--- src/rtl/lock_pkg.sv ---
// Shared types and constants for the keypad code-lock controller.
package lock_pkg;

  typedef enum logic [2:0] {
    ST_IDLE     = 3'd0,
    ST_ENTRY    = 3'd1,
    ST_OPEN     = 3'd2,
    ST_NEW_CODE = 3'd3,
    ST_ERROR    = 3'd4,
    ST_LOCKOUT  = 3'd5
  } state_t;

  localparam logic [3:0] KEY_ENTER = 4'hA;
  localparam logic [3:0] KEY_CLEAR = 4'hB;
  localparam logic [3:0] KEY_SET   = 4'hC;

  localparam logic [15:0] DISP_BLANK = 16'hFFFF;
  localparam logic [15:0] DISP_OPEN  = 16'hAAAA;
  localparam logic [15:0] DISP_ERR   = 16'hEEEE;

  function automatic logic is_digit(input logic [3:0] k);
    return (k <= 4'd9);
  endfunction

  function automatic int unsigned max5(input int unsigned a, input int unsigned b,
                                       input int unsigned c, input int unsigned d,
                                       input int unsigned e);
    int unsigned m;
    m = a;
    if (b > m) m = b;
    if (c > m) m = c;
    if (d > m) m = d;
    if (e > m) m = e;
    return m;
  endfunction

endpackage

--- src/rtl/lock_if.sv ---
// Key-event input and display/actuator output bundle of the code lock.
interface lock_if;
  logic        key_valid;
  logic [3:0]  key_code;
  logic [15:0] disp_data;
  logic        disp_en;
  logic        unlock;
  logic        alarm;

  modport master (output key_valid, key_code, input disp_data, disp_en, unlock, alarm);
  modport slave  (input key_valid, key_code, output disp_data, disp_en, unlock, alarm);
endinterface

--- src/rtl/lock_timer.sv ---
// Loadable down-counter; expired is high while the count sits at zero.
module lock_timer #(
  parameter int W = 32
) (
  input  logic         clk,
  input  logic         rst,
  input  logic         load,
  input  logic [W-1:0] value,
  output logic         expired
);

  localparam logic [W-1:0] ONE = W'(32'd1);

  logic [W-1:0] count_r;

  // Count register: load wins, otherwise decrement until zero and hold.
  always_ff @(posedge clk) begin
    if (rst) begin
      count_r <= {W{1'b0}};
    end else if (load) begin
      count_r <= value;
    end else if (count_r != {W{1'b0}}) begin
      count_r <= count_r - ONE;
    end else begin
      count_r <= count_r;
    end
  end

  assign expired = (count_r == {W{1'b0}});

endmodule

--- src/rtl/lock_ctrl.sv ---
// Keypad code-lock controller: entry/compare/lockout FSM, stored code and
// registered display/actuator outputs. Timers load N-1 so each dwell is N cycles.
module lock_ctrl
  import lock_pkg::*;
#(
  parameter logic [15:0] DEFAULT_CODE = 16'h1234,
  parameter int unsigned MAX_TRIES    = 32'd3,
  parameter int unsigned OPEN_CYCLES  = 32'd250_000_000,
  parameter int unsigned ERR_CYCLES   = 32'd50_000_000,
  parameter int unsigned LOCK_CYCLES  = 32'd1_500_000_000,
  parameter int unsigned IDLE_TIMEOUT = 32'd500_000_000,
  parameter int unsigned BLINK_CYCLES = 32'd12_500_000
) (
  input  logic clk,
  input  logic rst,
  lock_if.slave bus
);

  localparam int unsigned MAX_CYC = max5(OPEN_CYCLES, ERR_CYCLES, LOCK_CYCLES,
                                         IDLE_TIMEOUT, BLINK_CYCLES);
  localparam int TW = $clog2(MAX_CYC) + 1;
  localparam int BW = $clog2(BLINK_CYCLES) + 1;
  localparam int FW = $clog2(MAX_TRIES + 32'd1);

  localparam logic [TW-1:0] OPEN_LOAD  = TW'(OPEN_CYCLES - 32'd1);
  localparam logic [TW-1:0] ERR_LOAD   = TW'(ERR_CYCLES - 32'd1);
  localparam logic [TW-1:0] LOCK_LOAD  = TW'(LOCK_CYCLES - 32'd1);
  localparam logic [TW-1:0] IDLE_LOAD  = TW'(IDLE_TIMEOUT - 32'd1);
  localparam logic [BW-1:0] BLINK_LOAD = BW'(BLINK_CYCLES - 32'd1);
  localparam logic [BW-1:0] BLINK_ONE  = BW'(32'd1);
  localparam logic [FW-1:0] MAX_FAIL   = FW'(MAX_TRIES);
  localparam logic [FW-1:0] ONE_FAIL   = FW'(32'd1);

  state_t        state_r, state_s;
  logic [15:0]   code_r, code_s;
  logic [15:0]   buf_r, buf_s, buf_shift_s;
  logic [2:0]    cnt_r, cnt_s;
  logic [FW-1:0] fail_r, fail_s, fail_inc_s;
  logic [BW-1:0] blink_cnt_r, blink_cnt_s;
  logic          blink_r, blink_s;
  logic          tmr_load_s, tmr_expired_s;
  logic [TW-1:0] tmr_value_s;
  logic [15:0]   disp_data_r, disp_data_s;
  logic          disp_en_r, disp_en_s, unlock_r, unlock_s, alarm_r, alarm_s;
  logic          key_s, digit_s, entry_full_s;

  assign key_s        = bus.key_valid;
  assign digit_s      = bus.key_valid & is_digit(bus.key_code);
  assign entry_full_s = (cnt_r == 3'd4);
  assign buf_shift_s  = {buf_r[11:0], bus.key_code};
  assign fail_inc_s   = (fail_r >= MAX_FAIL) ? MAX_FAIL : (fail_r + ONE_FAIL);

  lock_timer #(.W(TW)) u_timer (
    .clk     (clk),
    .rst     (rst),
    .load    (tmr_load_s),
    .value   (tmr_value_s),
    .expired (tmr_expired_s)
  );

  // Next-state, code/buffer/fail-count updates and timer reloads; expiry beats any key.
  always_comb begin
    state_s     = state_r;
    code_s      = code_r;
    buf_s       = buf_r;
    cnt_s       = cnt_r;
    fail_s      = fail_r;
    tmr_load_s  = 1'b0;
    tmr_value_s = IDLE_LOAD;
    case (state_r)
      ST_IDLE: begin
        if (digit_s) begin
          state_s    = ST_ENTRY;
          buf_s      = {12'hFFF, bus.key_code};
          cnt_s      = 3'd1;
          tmr_load_s = 1'b1;
        end else begin
          state_s = ST_IDLE;
        end
      end
      ST_ENTRY, ST_NEW_CODE: begin
        if (tmr_expired_s) begin
          state_s = ST_IDLE;
          buf_s   = DISP_BLANK;
          cnt_s   = 3'd0;
        end else if (key_s) begin
          tmr_load_s = 1'b1;
          if (digit_s) begin
            if (!entry_full_s) begin
              buf_s = buf_shift_s;
              cnt_s = cnt_r + 3'd1;
            end else begin
              buf_s = buf_r;
            end
          end else if (bus.key_code == KEY_CLEAR) begin
            if (state_r == ST_ENTRY) begin
              state_s = ST_IDLE;
              buf_s   = DISP_BLANK;
              cnt_s   = 3'd0;
            end else begin
              state_s     = ST_OPEN;
              tmr_value_s = OPEN_LOAD;
            end
          end else if (bus.key_code == KEY_ENTER) begin
            if (state_r == ST_NEW_CODE) begin
              if (entry_full_s) begin
                code_s      = buf_r;
                state_s     = ST_OPEN;
                tmr_value_s = OPEN_LOAD;
              end else begin
                state_s = ST_NEW_CODE;
              end
            end else if (entry_full_s && (buf_r == code_r)) begin
              state_s     = ST_OPEN;
              fail_s      = {FW{1'b0}};
              tmr_value_s = OPEN_LOAD;
            end else if (fail_inc_s == MAX_FAIL) begin
              state_s     = ST_LOCKOUT;
              fail_s      = fail_inc_s;
              tmr_value_s = LOCK_LOAD;
            end else begin
              state_s     = ST_ERROR;
              fail_s      = fail_inc_s;
              tmr_value_s = ERR_LOAD;
            end
          end else begin
            state_s = state_r;
          end
        end else begin
          state_s = state_r;
        end
      end
      ST_OPEN: begin
        if (tmr_expired_s || (key_s && (bus.key_code == KEY_CLEAR))) begin
          state_s = ST_IDLE;
          buf_s   = DISP_BLANK;
          cnt_s   = 3'd0;
        end else if (key_s && (bus.key_code == KEY_SET)) begin
          state_s    = ST_NEW_CODE;
          buf_s      = DISP_BLANK;
          cnt_s      = 3'd0;
          tmr_load_s = 1'b1;
        end else begin
          state_s = ST_OPEN;
        end
      end
      ST_ERROR, ST_LOCKOUT: begin
        if (tmr_expired_s) begin
          state_s = ST_IDLE;
          buf_s   = DISP_BLANK;
          cnt_s   = 3'd0;
          if (state_r == ST_LOCKOUT) begin
            fail_s = {FW{1'b0}};
          end else begin
            fail_s = fail_r;
          end
        end else begin
          state_s = state_r;
        end
      end
      default: begin
        state_s = ST_IDLE;
        buf_s   = DISP_BLANK;
        cnt_s   = 3'd0;
      end
    endcase
  end

  // Lockout blink: starts lit on entry and toggles every BLINK_CYCLES.
  always_comb begin
    blink_cnt_s = {BW{1'b0}};
    blink_s     = 1'b0;
    if ((state_s == ST_LOCKOUT) && (state_r != ST_LOCKOUT)) begin
      blink_cnt_s = BLINK_LOAD;
      blink_s     = 1'b1;
    end else if (state_s == ST_LOCKOUT) begin
      if (blink_cnt_r == {BW{1'b0}}) begin
        blink_cnt_s = BLINK_LOAD;
        blink_s     = ~blink_r;
      end else begin
        blink_cnt_s = blink_cnt_r - BLINK_ONE;
        blink_s     = blink_r;
      end
    end else begin
      blink_cnt_s = {BW{1'b0}};
      blink_s     = 1'b0;
    end
  end

  // Output decode from the next state so outputs change on the same edge as the state.
  always_comb begin
    disp_data_s = DISP_BLANK;
    disp_en_s   = 1'b0;
    unlock_s    = 1'b0;
    alarm_s     = 1'b0;
    case (state_s)
      ST_IDLE: begin
        disp_data_s = DISP_BLANK;
      end
      ST_ENTRY: begin
        disp_data_s = buf_s;
        disp_en_s   = 1'b1;
      end
      ST_OPEN: begin
        disp_data_s = DISP_OPEN;
        disp_en_s   = 1'b1;
        unlock_s    = 1'b1;
      end
      ST_NEW_CODE: begin
        disp_data_s = buf_s;
        disp_en_s   = 1'b1;
        unlock_s    = 1'b1;
      end
      ST_ERROR: begin
        disp_data_s = DISP_ERR;
        disp_en_s   = 1'b1;
      end
      ST_LOCKOUT: begin
        disp_data_s = DISP_ERR;
        disp_en_s   = blink_s;
        alarm_s     = 1'b1;
      end
      default: begin
        disp_data_s = DISP_BLANK;
      end
    endcase
  end

  // State, code, entry buffer and output registers.
  always_ff @(posedge clk) begin
    if (rst) begin
      state_r     <= ST_IDLE;
      code_r      <= DEFAULT_CODE;
      buf_r       <= DISP_BLANK;
      cnt_r       <= 3'd0;
      fail_r      <= {FW{1'b0}};
      blink_cnt_r <= {BW{1'b0}};
      blink_r     <= 1'b0;
      disp_data_r <= DISP_BLANK;
      disp_en_r   <= 1'b0;
      unlock_r    <= 1'b0;
      alarm_r     <= 1'b0;
    end else begin
      state_r     <= state_s;
      code_r      <= code_s;
      buf_r       <= buf_s;
      cnt_r       <= cnt_s;
      fail_r      <= fail_s;
      blink_cnt_r <= blink_cnt_s;
      blink_r     <= blink_s;
      disp_data_r <= disp_data_s;
      disp_en_r   <= disp_en_s;
      unlock_r    <= unlock_s;
      alarm_r     <= alarm_s;
    end
  end

  assign bus.disp_data = disp_data_r;
  assign bus.disp_en   = disp_en_r;
  assign bus.unlock    = unlock_r;
  assign bus.alarm     = alarm_r;

endmodule

--- src/flat_wrapper.sv ---
// flat-port wrapper written by rule: the top's interface ports become plain ports
module lock_ctrl_flat import lock_pkg::*;
#(
  parameter logic [15:0] DEFAULT_CODE = 16'h1234,
  parameter int unsigned MAX_TRIES    = 32'd3,
  parameter int unsigned OPEN_CYCLES  = 32'd250_000_000,
  parameter int unsigned ERR_CYCLES   = 32'd50_000_000,
  parameter int unsigned LOCK_CYCLES  = 32'd1_500_000_000,
  parameter int unsigned IDLE_TIMEOUT = 32'd500_000_000,
  parameter int unsigned BLINK_CYCLES = 32'd12_500_000
)
  (clk, rst, bus_key_valid, bus_key_code, bus_disp_data, bus_disp_en, bus_unlock, bus_alarm);
  lock_if bus_i ();
  input  logic clk;
  input  logic rst;
  input wire logic [$bits(bus_i.key_valid)-1:0] bus_key_valid;
  input wire logic [$bits(bus_i.key_code)-1:0] bus_key_code;
  output wire logic [$bits(bus_i.disp_data)-1:0] bus_disp_data;
  output wire logic [$bits(bus_i.disp_en)-1:0] bus_disp_en;
  output wire logic [$bits(bus_i.unlock)-1:0] bus_unlock;
  output wire logic [$bits(bus_i.alarm)-1:0] bus_alarm;
  assign bus_i.key_valid = bus_key_valid;
  assign bus_i.key_code = bus_key_code;
  assign bus_disp_data = bus_i.disp_data;
  assign bus_disp_en = bus_i.disp_en;
  assign bus_unlock = bus_i.unlock;
  assign bus_alarm = bus_i.alarm;
  lock_ctrl #(.DEFAULT_CODE(DEFAULT_CODE), .MAX_TRIES(MAX_TRIES), .OPEN_CYCLES(OPEN_CYCLES), .ERR_CYCLES(ERR_CYCLES), .LOCK_CYCLES(LOCK_CYCLES), .IDLE_TIMEOUT(IDLE_TIMEOUT), .BLINK_CYCLES(BLINK_CYCLES)) u_core (.clk(clk), .rst(rst), .bus(bus_i));
endmodule
--- config.mk ---
export PLATFORM = sky130hd
export DESIGN_NAME = lock_ctrl_flat
export DESIGN_NICKNAME = d
export VERILOG_FILES = /design/src/rtl/lock_pkg.sv /design/src/rtl/lock_if.sv /design/src/rtl/lock_timer.sv /design/src/rtl/lock_ctrl.sv /design/src/flat_wrapper.sv
export SDC_FILE = /design/constraint.sdc
export NUM_CORES = 1
export LEC_CHECK = 0
export CORE_MARGIN = 2
export CORE_UTILIZATION = 35
export CTS_BUF_LIST = sky130_fd_sc_hd__clkbuf_8
export DETAILED_ROUTE_END_ITERATION = 12
export GPL_TIMING_DRIVEN = 0
export PLACE_DENSITY = 0.58
export RECOVER_POWER = 25
export SYNTH_ARGS = -nofsm -noshare
export SYNTH_HDL_FRONTEND = slang
export SYNTH_SLANG_ARGS = --single-unit
--- constraint.sdc ---
create_clock -name clk -period 4 [get_ports clk]
set_input_delay 0.8 -clock clk [delete_from_list [all_inputs] [get_ports clk]]
set_output_delay 0.8 -clock clk [all_outputs]
set_load 0.1 [all_outputs]
==> impl_metrics.toml, run 1 <==
[pwr]
p_per_area_nw_per_um2 = 460
ir_worst_vdd_mv = 0.225
leakage_nw = 2.54
p_total_mw = 3.15

[floorplan]
ios = 26
core_area_um2 = 16600
die_h_um = 134
dieArea_um2 = 18000
dieWidth_um = 134
start_util = 0.358
rows = 47

[finish]
seq_area_um2 = 2340
multi_input_area_um2 = 3270
nFillCells = 1719
nets = 769
final_layout_size_suffix_gt1_frac = 0.0858
diodes = 0
syn_to_final_growth_pct = 15.4

[hold_path]
hold_path_startpoint = "u_core.code_r[7]"
hold_path_class = "flop to flop"
min_to = "u_core.code_r[7]"
worstHoldPathCells = 2

[route]
wl_um = 15900
drtPass1Iterations = 5
via_per_inst = 5.29
drt-initial-drc-count = 321
antenna_left = 0
num_vias = 5234
drc = 0
avgRoutedWirePerCell_um = 16.1

[setup_path]
required_ns = 4.38
crit_path_top_delay_cell = "nor4_1"
endpoint_kind = "flop"
r2r_slack_ns = 0.33
worstPathMaxFanout = 10
r2r-end = "u_core.bus.disp_data[10]"
rr_startpoint = "u_core.u_timer.count_r[21]"
crit_chain = "or4_1 -> or4_1 -> clkbuf_1 -> nor4_1 -> clkbuf_1 -> buf_2 -> nor2_1 -> a21oi_1 -> a21oi_1 -> o21ai_1"
r2r_cells = 10
cp-start-kind = "flop"
cp_slowest_stage_delay_ns = 0.67
cp_top_family = "simple AND/OR/NAND/NOR gates"
arrival_ns = 4.05
crit_buf_inv = 3
critPathKind = "flop to flop"

[synthesis]
synth_top_flop_cell = "dfxtp_1"
synth_top_area_share = 0.394
synth_cells = 714
yosysMostFrequentCell = "dfxtp_1"
postSynthNetCount = 725
synth_common_cells = "117 x dfxtp_1, 82 x nand2_1, 69 x a21oi_1"
ys_warn_count = 0
synth-async-reset-ratio = 0
synth.top_cells.by_area = "dfxtp_1 39%, xnor2_1 6.0%, a21oi_1 5.8%"
synth_enable_flop_cells = 0
ys_types = 73
ys_seq_area_frac = 0.394
syn_area_um2 = 5940
synth.ff_latch_count = 117
yosys.area.top_type = "dfxtp_1"
synth_area_per_cell_um2 = 8.32

[sta]
final-setup-viol-count = 0
fin_ws_ns = 0.334
relSlewSlack = 0.272
tightest_slew_ns = 1.08
fin_crit_sh = 0.916
final_max_slew_viol_count = 0
skew_ns = 0.0144
fin_crit_ns = 3.67
fmax_mhz = 273
finalHoldViolCount = 0
rsz0062_at_grt = "no"
tns_ns = 0

[clock_network]
cts_root_buffer = "clkbuf_8"
cts_tree = "yes"
cts_sinks = 117
htree_levels = 4
cts_resized = 0
postCtsSetupBuffers = 0
clk_latency_ns = 0.45
clk_pin_slew_ns = 0.07
clockBufferDepth = 2
cts_hold_buffers = 0
cts_buffers = 17

[placed_design]
routabilityCongestion = 0.915
place_ws_ns = 0.128
post-dp-hpwl_um = 11300
numPortBuffers = 25

[global_routing]
grt_pass1_vias = 5060
antenna_found_initial = 0
gr-usage-all-layers = 0.183
grt_pass1_wl_um = 26200
grt_start_max_net_pins = 17
overflow = 0

[outcome]
status = "finished, final reports clean"

[job]
max_cap_viol_count = 0
-- worst reg2reg max path: stages (launching register included) --
cell      delay, ns
dfxtp_1        0.35
or4_1          0.60
or4_1          0.41
clkbuf_1       0.22
nor4_1         0.67
clkbuf_1       0.51
buf_2          0.39
nor2_1         0.07
a21oi_1        0.15
a21oi_1        0.11
o21ai_1        0.13
-- worst max path at each step --
stage,start,cells after the start,slack (ns),end
global route,u_core.u_timer.count_r[21],9,0.17,u_core.u_timer.count_r[13]
floorplan,u_core.u_timer.count_r[21],10,1.06,u_core.blink_cnt_r[10]
detailed placement,bus_key_code[1],9,0.13,u_core.bus.disp_data[13]
global placement,bus_key_code[1],9,0.13,u_core.bus.disp_data[13]
finish,u_core.u_timer.count_r[21],10,0.33,u_core.bus.disp_data[10]
CTS,bus_key_code[1],9,0.56,u_core.bus.disp_data[13]
-- placed cells by master, fill, tap and decap left out, types with 4 or more instances in the layout --
cell type        count
and2_1               4
dfxtp_1            117
nor3_1              44
a21oi_1             69
inv_1               17
nor4_1              12
a21oi_2              8
nand3b_1             6
bufinv_16            4
clkbuf_8            21
or3_1               15
clkdlybuf4s50_1      6
buf_2                4
nor2_1              45
dlygate4sd3_1       19
ha_1                 4
o21ai_0             31
o21ai_1              9
buf_6                4
or4_1               12
nand2b_1            12
nand4_1              5
o21a_1              10
and3_1               4
clkbuf_1            30
mux2_2               4
xor2_1              22
mux2i_1              5
o22ai_1              6
a211oi_1            10
xnor2_1             41
nand2_1             82
nand3_1             22
-- metrics by stage --
step | instance area (µm²) | std cells | utilization | hold slack [ns]
after floorplan | 5940 | 714 | - | 0.428
after global routing | 6850 | 989 | 0.413 | 0.486
after global placement | 6460 | 959 | 0.390 | 0.448
final | 6850 | 989 | 0.413 | 0.464
after CTS | 6900 | 989 | 0.416 | 0.465
after detailed placement | 6460 | 959 | 0.390 | 0.457
-- report_power, final --
part	internal (mW)	total, mW	leakage [nW]	switching, mW
clock	0.736	1.23	0.229	0.490
sequential	1.24	1.31	0.956	0.0689
combinational	0.201	0.618	1.35	0.417
total	2.18	3.15	2.54	0.975
-- metal layers --
metal | wire length [µm] | vias up | GRT usage | share of wire
li1 | - | 2630 | - | -
met1 | 7660 | 2476 | 0.246 | 0.48
met2 | 7280 | 110 | 0.288 | 0.46
met3 | 706 | 18 | 0.0480 | 0.044
met4 | 227 | 0 | 0.0602 | 0.014
met5 | 0 | - | 0 | 0
-- area by class of cell --
cell class / instances / area share
Sequential cell: 117 / 0.342
Inverter: 17 / 0.00932
Clock buffer: 21 / 0.0422
Tap cell: 220 / 0.0402
Timing Repair Buffer: 25 / 0.0365
Buffer: 41 / 0.0305
Clock inverter: 9 / 0.0221
Multi-Input combinational cell: 539 / 0.477
-- cells by family after synthesis --
group | synth area share
simple gates | 0.238
compound gates | 0.202
flops | 0.394
xor+xnor | 0.0929
buf+inv | 0.0480
mux | 0.0160
fa+ha+maj | 0.00843
-- registers in the layout, indices dropped and copies added, names as in the netlist, 2 cells and up --
name and count:
u_core.code_r 16, u_core.bus.disp_data 16, u_core.blink_cnt_r 25, u_core.u_timer.count_r 32, u_core.cnt_r 3, u_core.buf_r 16, u_core.fail_r 2, u_core.state_r 3
(Power assumes the default switching activity.)
==> run 2, diff against run 1 <==
Settings changed: GPL_TIMING_DRIVEN 0 to unset.
==> run 2 against run 1 <==
Sequential power about the same. Critical path type unchanged. First-iteration DRC count shrank 19%. Flip-flop and latch count did not move. Largest cell class unchanged. Maximum frequency increased by 1.7%. Highest routed layer unchanged.
==> impl_metrics.toml, run 2 (synthesis results as in run 1) <==
[clock_network]
cts_buffers = 17
cts_sinks = 117
cts_resized = 0
cts_tree = "yes"
cts_root_buffer = "clkbuf_8"
htree_levels = 4
postCtsSetupBuffers = 0
clk_latency_ns = 0.45
clk_pin_slew_ns = 0.07
cts_hold_buffers = 0
clockBufferDepth = 2

[floorplan]
ios = 26
core_area_um2 = 16600
dieWidth_um = 134
rows = 47
dieArea_um2 = 18000
start_util = 0.358
die_h_um = 134

[setup_path]
r2r-end = "u_core.u_timer.count_r[7]"
crit_path_top_delay_cell = "or4_4"
cp_slowest_stage_delay_ns = 0.82
required_ns = 4.34
endpoint_kind = "flop"
cp-start-kind = "flop"
rr_startpoint = "u_core.u_timer.count_r[21]"
critPathKind = "flop to flop"
arrival_ns = 3.94
r2r_slack_ns = 0.40
worst_path_most_repeated_cell = "or4_1"
cp_top_family = "simple AND/OR/NAND/NOR gates"
r2r_cells = 6
crit_buf_inv = 0
crit_chain = "or4_1 -> or4_1 -> or4_4 -> a31oi_2 -> a21boi_2 -> o21a_1"
worstPathMaxFanout = 30

[global_routing]
overflow = 0
antenna_found_initial = 0
grt_pass1_vias = 5281
grt_start_max_net_pins = 40
gr-usage-all-layers = 0.183
grt_pass1_wl_um = 26100

[sta]
fmax_mhz = 277
rsz0062_at_grt = "no"
tightest_slew_ns = 1.01
fin_crit_ns = 3.60
finalHoldViolCount = 0
final_max_slew_viol_count = 0
tns_ns = 0
holdWs_ns = 0.466
skew_ns = 0.0142
relSlewSlack = 0.323
fin_crit_sh = 0.901
final-setup-viol-count = 0

[finish]
reg_top3 = "u_core.u_timer.count_r x32, u_core.blink_cnt_r x25"
syn_to_final_growth_pct = 14.4
final_layout_size_suffix_gt1_frac = 0.104
layout_common_cells = "117 x dfxtp_1, 82 x nand2_1, 69 x a21oi_1, 45 x nor2_1, 44 x nor3_1"
final_common_cell = "dfxtp_1"
nets = 747
diodes = 0
largest_reg_flops = 32
utilization = 0.410
largest_register = "u_core.u_timer.count_r"
instances_no_fill = 969

[placed_design]
dp.cells = 937
post-dp-hpwl_um = 11300
routabilityCongestion = 0.917
numPortBuffers = 25

[pwr]
netSwitchingFraction = 0.321
clkPwrFrac = 0.374
seqPwrFrac = 0.423
p_per_area_nw_per_um2 = 458
p_total_mw = 3.11
p_sw_mw = 0.997
leakage_nw = 2.53
pwr-share-comb = 0.204
ir_worst_vdd_mv = 0.284
p_int_mw = 2.11

[route]
drt-initial-drc-count = 261
num_vias = 5340
antenna_left = 0
wl_um = 16100
via_per_inst = 5.51
drc = 0
avgRoutedWirePerCell_um = 16.6
drtPass1Iterations = 5

[hold_path]
hold_path_class = "flop to flop"
hold_path_startpoint = "u_core.code_r[14]"
worstHoldPathCells = 2
min_to = "u_core.code_r[14]"

[job]
max_cap_viol_count = 0

[outcome]
status = "finished, final reports clean"
[run 2: cell types whose count changed in the layout (fill, tap and decap cells not counted), sizes merged]
cell / change
clkbuf: -30
clkinvlp: +4
dlygate4sd3: +1
bufinv: -1
clkinv: +1
inv: -1
buf: +7
clkdlybuf4s50: -1
[run 2: worst max-delay path by stage]
| stage | startpoint | end | slack [ns] | cells after the start |
|---|---|---|---|---|
| floorplan | u_core.u_timer.count_r[21] | u_core.blink_cnt_r[10] | 1.06 | 10 |
| global placement | bus_key_code[1] | u_core.bus.disp_data[1] | 0.46 | 8 |
| detailed placement | bus_key_code[1] | u_core.blink_cnt_r[5] | 0.43 | 8 |
| CTS | u_core.u_timer.count_r[21] | u_core.u_timer.count_r[7] | 0.45 | 6 |
| global route | u_core.u_timer.count_r[21] | u_core.u_timer.count_r[17] | 0.20 | 6 |
| finish | u_core.u_timer.count_r[21] | u_core.u_timer.count_r[7] | 0.40 | 6 |
[run 2: power groups by stage]
stage | clock network [mW] | registers (mW) | logic [mW]
4_1_cts | 1.19 | 1.31 | 0.641
5_1_grt | 1.24 | 1.32 | 0.684
2_1_floorplan | 0 | 1.45 | 0.353
3_5_place_dp | 0 | 1.34 | 0.636
6_report | 1.16 | 1.31 | 0.633
3_3_place_gp | 0 | 1.34 | 0.627
[run 2: layout make-up]
class	instances	area, µm²
flip-flops and latches	117	2340
repair buffers	44	389
clock inverters	12	153
clock buffers	20	275
multi-input cells	539	3300
fillers	1673	9790
inverters	17	63.8
well taps	220	275
[run 2: through the flow]
stage | setup WS (ns) | instance area [µm²]
final | 0.395 | 6800
after detailed placement | 0.432 | 6380
after global routing | 0.202 | 6800
after CTS | 0.451 | 6810
after floorplan | 1.06 | 5940
after global placement | 0.459 | 6380
[run 2: worst min-delay path, delay by kind of cell, from the launching register on]
family / cells / cell delay, ns
and+or+nand+nor: 1 / 0.05
AOI/OAI and AO/OA: 1 / 0.05
DFF: 1 / 0.32
[run 2: metal layers]
metal,routed length [µm],track usage,vias to the layer above
met5,0,0,-
met4,319,0.0760,0
met3,809,0.0454,27
met2,7780,0.302,166
met1,7170,0.228,2558
li1,-,-,2589
